<file path="src/rtl/vga_timing_rx.sv">
// vga_timing_rx: receive end of the VGA raster link.
// Recovers pixel coordinates, data-enable and timing lock from hsync/vsync.
module vga_timing_rx #(
    parameter int H_TOTAL     = 1680,
    parameter int H_ACT_START = 336,
    parameter int H_ACTIVE    = 1280,
    parameter int V_TOTAL     = 828,
    parameter int V_ACT_START = 27,
    parameter int V_ACTIVE    = 800,
    parameter bit HSYNC_POL   = 1'b0,
    parameter bit VSYNC_POL   = 1'b1,
    parameter int LOCK_FRAMES = 2
) (
    input  logic        clk,
    input  logic        rst,
    input  logic        hsync_in,
    input  logic        vsync_in,
    input  logic [3:0]  red_in,
    input  logic [3:0]  green_in,
    input  logic [3:0]  blue_in,
    output logic        de,
    output logic [10:0] x,
    output logic [9:0]  y,
    output logic [11:0] pix_rgb,
    output logic        frame_start,
    output logic        locked,
    output logic [7:0]  err_count
);
    localparam logic [10:0] HT  = 11'(H_TOTAL);
    localparam logic [10:0] HAS = 11'(H_ACT_START);
    localparam logic [10:0] HAE = 11'(H_ACT_START + H_ACTIVE);
    localparam logic [9:0]  VT  = 10'(V_TOTAL);
    localparam logic [9:0]  VAS = 10'(V_ACT_START);
    localparam logic [9:0]  VAE = 10'(V_ACT_START + V_ACTIVE);
    localparam logic [3:0]  LF  = 4'(LOCK_FRAMES);

    typedef enum logic [1:0] {
        SEARCH,
        VERIFY,
        LOCKED
    } state_t;

    state_t      state;
    logic        hs_r;
    logic        vs_r;
    logic        hs_p;
    logic        v_seen;
    logic [11:0] rgb_r;
    logic [10:0] hc_q;
    logic [10:0] hc_d;
    logic [9:0]  vc_q;
    logic [9:0]  vc_d;
    logic [3:0]  good;
    logic        h_act;
    logic        v_act;
    logic        h_edge;
    logic        v_edge;
    logic        line_err;
    logic        frame_err;
    logic        err;
    logic        lock_d;
    logic        vis;

    assign h_act  = (hs_r == HSYNC_POL);
    assign v_act  = (vs_r == VSYNC_POL);
    assign h_edge = h_act & ~hs_p;
    assign v_edge = h_edge & v_act & ~v_seen;

    always_comb begin
        hc_d = (hc_q == HT) ? HT : hc_q + 11'd1;
        if (h_edge)
            hc_d = '0;
        vc_d = vc_q;
        if (v_edge)
            vc_d = '0;
        else if (h_edge && vc_q != VT)
            vc_d = vc_q + 10'd1;
    end

    // The "lost" terms fire once, on the step into saturation.
    assign line_err  = (h_edge && hc_q != HT - 11'd1) ||
                       (!h_edge && hc_q == HT - 11'd1);
    assign frame_err = (v_edge && vc_q != VT - 10'd1) ||
                       (h_edge && !v_edge && vc_q == VT - 10'd1);
    assign err       = (state != SEARCH) && (line_err || frame_err);

    assign lock_d = !err && ((state == LOCKED) ||
                    (state == VERIFY && v_edge && good == LF - 4'd1));

    assign vis = (hc_d >= HAS) && (hc_d < HAE) &&
                 (vc_d >= VAS) && (vc_d < VAE);

    always_ff @(posedge clk) begin
        if (rst) begin
            hs_r        <= ~HSYNC_POL;
            vs_r        <= ~VSYNC_POL;
            rgb_r       <= '0;
            hs_p        <= 1'b0;
            v_seen      <= 1'b0;
            hc_q        <= '0;
            vc_q        <= '0;
            state       <= SEARCH;
            good        <= '0;
            err_count   <= '0;
            locked      <= 1'b0;
            de          <= 1'b0;
            x           <= '0;
            y           <= '0;
            pix_rgb     <= '0;
            frame_start <= 1'b0;
        end else begin
            hs_r  <= hsync_in;
            vs_r  <= vsync_in;
            rgb_r <= {red_in, green_in, blue_in};
            hs_p  <= h_act;
            if (h_edge)
                v_seen <= v_act;
            hc_q <= hc_d;
            vc_q <= vc_d;

            if (err) begin
                state <= SEARCH;
            end else begin
                unique case (state)
                    SEARCH: begin
                        if (v_edge) begin
                            state <= VERIFY;
                            good  <= '0;
                        end
                    end
                    VERIFY: begin
                        if (v_edge) begin
                            good <= good + 4'd1;
                            if (good == LF - 4'd1)
                                state <= LOCKED;
                        end
                    end
                    default: ;
                endcase
            end

            if (err && err_count != 8'hFF)
                err_count <= err_count + 8'd1;

            locked      <= lock_d;
            de          <= lock_d && vis;
            x           <= (lock_d && vis) ? hc_d - HAS : '0;
            y           <= (lock_d && vis) ? vc_d - VAS : '0;
            pix_rgb     <= (lock_d && vis) ? rgb_r : '0;
            frame_start <= lock_d && hc_d == '0 && vc_d == '0;
        end
    end
endmodule
</file>
<file path="config.mk">
export PLATFORM = sky130hd
export DESIGN_NAME = vga_timing_rx
export DESIGN_NICKNAME = d
export VERILOG_FILES = /design/src/rtl/vga_timing_rx.sv
export SDC_FILE = /design/constraint.sdc
export NUM_CORES = 1
export LEC_CHECK = 0
export ABC_AREA = 0
export ABC_CLOCK_PERIOD_IN_PS = 3700
export BUFFER_PORTS_ARGS = -buffer_cell sky130_fd_sc_hd__buf_2
export CORE_UTILIZATION = 59
export CTS_BUF_LIST = sky130_fd_sc_hd__clkbuf_4
export DETAILED_ROUTE_END_ITERATION = 8
export HOLD_SLACK_MARGIN = 0.15
export PLACE_DENSITY_LB_ADDON = 0.12
export SYNTH_ARGS = -nofsm -noshare
export SYNTH_HDL_FRONTEND = slang
export SYNTH_SLANG_ARGS = --single-unit
export TNS_END_PERCENT = 30
</file>
<file path="constraint.sdc">
create_clock -name clk -period 3.7 [get_ports clk]
set_input_delay 0.185 -clock clk [delete_from_list [all_inputs] [get_ports clk]]
set_output_delay 0.185 -clock clk [all_outputs]
set_load 0.03 [all_outputs]
</file>
==> results by group <==
Setup path
  • Critical path launch point type: flop
  • CP max FO: 17
  • Worst Setup SP: vc_q[0]
  • Worst R2R Setup Slack: 270 ps
  • Crit path DAT: 3750 ps
  • Critical Path Max Stage Delay: 650 ps
  • RR Startpoint: vc_q[0]
  • Data required, critical path: 4020 ps
  • FF-to-FF End: y[6]
  • Worst Setup EP: y[6]
  • Critical-path cell list: inv_1 -> ha_1 -> nand3_1 -> nor3_2 -> nor2_1 -> a21oi_1 -> inv_1 -> ha_1 -> a31oi_1 -> nor3_1 -> or4_1 -> nand4_4 -> nor2_1
  • Depth of the worst register-to-register path: 13
  • CP Class: reg -> reg
  • Crit end category: flop
  • CP max-delay cell: or4_1

Finish
  • Layout Cells excl Fill: 593
  • Fin nets: 538
  • Total area of sequential cells: 1742 sq um
  • Diodes inserted: 0
  • Filler cells: 534
  • Multi-input logic area: 2051 sq um
  • Area grow syn2layout: 14.77%
  • Layout cells sized above 1: 0.2209
  • Finished Cell Area: 4598 sq um

Drt
  • Initial DRC Count: 311
  • WL final: 8.069 mm
  • Wl on met1: 3.741 mm
  • Via count: 3,350
  • Top Metal Used: met4
  • Initial DRT Pass Iterations: 9
  • Remaining DRCs: 5
  • Via density: 5.649
  • Met2 wire len: 3.763 mm
  • Antenna Violating Nets Remaining: 0
  • Detail Route met3 WL: 462 microns
  • WL/cell: 13.61 microns

GRT
  • Congestion Overflow GR: 0
  • First-pass GRT wire length: 13.08 mm
  • Initial antenna violation count: 0
  • Largest net degree at the start of global routing: 52
  • Vias in the first global route: 2,915
  • Total track usage: 0.2285

Synth
  • Yosys reg bits: 87
  • Synth area leaders: dfxtp_1 43%, nor2_1 5.2%, xnor2_1 3.7%
  • Syn_area_per_cell: 8.983 sq um
  • Synth top cells by count: 87 x dfxtp_1, 56 x nor2_1, 26 x inv_1
  • Yosys top cell area share: 0.4347
  • Mapped Nets: 473
  • Netlist Area Pre-Place: 4006 sq um
  • Largest area contributor in the netlist: dfxtp_1
  • Cell with the most instances after synthesis: dfxtp_1
  • Synth unique cells: 66
  • Number of enable flip-flop cells after synthesis: 0
  • Ys flop type: dfxtp_1
  • Synth Instances: 446
  • Seq/Total Area, Yosys: 0.4347
  • FFs w/ async S/R, synth: 0
  • YS warnings: 0

Clock network
  • Htree depth: 3
  • Clock transition at path regs: 130 ps
  • CTS Buffer Depth: 2
  • Num CTS Buffers: 9
  • CTS root buf: clkbuf_4
  • Worst skew pair latency: 430 ps
  • CTS tree: done
  • Postcts setup bufs: 0
  • # clock sinks: 87

Timing
  • Post-layout minimum cycle time: 3427 ps
  • Setup violators final: 0
  • Slew @ Worst Pin: 674.3 ps
  • Clock skew: 15.92 ps
  • Hold Violations, Final: 0
  • Period utilization: 0.9263
  • Worst setup margin: 272.8 ps
  • Fmax: 291.8 MHz
  • Relative slew margins: 0.5488
  • Max Slew Vio Count: 0

Run
  • Max Cap Viol: 0

Status
  • Status: finished with violations
  • Failing checks: design-rule violations

Placed design
  • Port buffer count: 59
  • Final GP Congestion: 0.8996
  • Placed Area: 4300 sq um
  • Dpl hpwl: 5.394 mm
  • Worst slack, placed: 174.4 ps
  • Dpl cells: 562

Hold path
  • WHS Path Cells: 3
  • Hold crit path type: in -> reg

Floorplan
  • Total core area: 6459 sq um
  • Initial Util: 0.6203
  • Row count: 29
  • Die ar.: 7124 sq um
  • Die Width: 84.41 microns
  • Die H: 84.41 microns
  • IO Pins: 60

Power
  • Total power: 1.560 mW
  • Pwr/cell area: 339.4 nW/um^2
  • Static Leak: 1.911 nW
  • Maximum VDD drop: 0.0003152 V
routing by layer:
metal,global-route usage,vias to the layer above
met3,0.05310,12
met4,0.08012,0
met5,0,-
met1,0.3011,1528
met2,0.3703,117
li1,-,1693
worst max-delay path, delay by kind of cell (launching register included):
family          cells  cell delay [ps]
flops               1              370
buf+inv             2              250
simple gates        7             1660
fa+ha+maj           2              500
compound gates      2              550
sequential cells by signal (all words and copies together), names as in the netlist, 2 cells and up:
name,count
err_count,8
good,4
hc_q,11
pix_rgb,12
rgb_r,12
state,2
vc_q,10
x,11
y,10
how the worst min path moves through the flow:
stage / start / endpoint / slack [ps]
finish: rst / hs_p / 300
global route: rst / hc_q[3] / 320
CTS: rst / hs_p / 300
detailed placement: hsync_in / hs_r / 370
global placement: hsync_in / hs_r / 370
floorplan: hsync_in / hs_r / 290
logic make-up (layout without fill, tap and decap cells):
| group | Yosys count | count (layout) | synth area share |
|---|---|---|---|
| xor+xnor | 28 | 28 | 0.06121 |
| fa+ha+maj | 11 | 11 | 0.03435 |
| flops | 87 | 87 | 0.4347 |
| compound gates | 65 | 65 | 0.1280 |
| mux | 2 | 2 | 0.004997 |
| simple gates | 201 | 202 | 0.2767 |
| buf+inv | 52 | 121 | 0.05996 |
cell usage in the layout (no fill, tap or decap), types with 3 or more instances in the layout:
master / instances
a21o_2: 3
a21oi_1: 11
a31oi_1: 4
a41oi_1: 3
and3_1: 8
and4_1: 6
buf_2: 59
buf_4: 6
clkbuf_4: 9
clkinv_2: 5
dfxtp_1: 87
dlygate4sd3_1: 14
ha_1: 11
inv_1: 26
nand2_1: 22
nand3_1: 16
nand4_1: 12
nand4b_1: 4
nor2_1: 56
nor2_2: 11
nor2b_1: 16
nor3_1: 18
nor4_1: 4
o2111ai_1: 3
o211ai_1: 4
o21ai_0: 5
o21ai_1: 4
or2_2: 6
or3_1: 5
xnor2_1: 17
xor2_1: 11
power by group:
| group | switching, mW | leakage (nW) | internal, mW |
|---|---|---|---|
| combinational | 0.0488 | 1.13 | 0.0383 |
| clock | 0.313 | 0.0792 | 0.202 |
| sequential | 0.00974 | 0.705 | 0.949 |
timing repair:
action / CTS / global route
endpoints found under the setup margin: 0 / 34
endpoints found under the hold margin: 14 / 0
hold buffers: 14 / 0
gates resized for setup: 0 / 2
stage by stage:
step           hold slack (ps)  setup TNS (ps)  utilization
2_1_floorplan            288.8               0            -
3_3_place_gp             367.8               0       0.6658
3_5_place_dp             371.1               0       0.6658
4_1_cts                  303.2               0       0.7079
5_1_grt                  319.7          -44.76       0.7119
6_report                 299.6               0       0.7119
layout make-up:
type,count,area share
repair buffers,79,0.1045
clock buffers,9,0.01469
flip-flops and latches,87,0.3788
inverters,26,0.02122
well taps,77,0.02095
multi-input cells,308,0.4460
clock inverters,7,0.01388
Power figures use the tool's default switching activity.
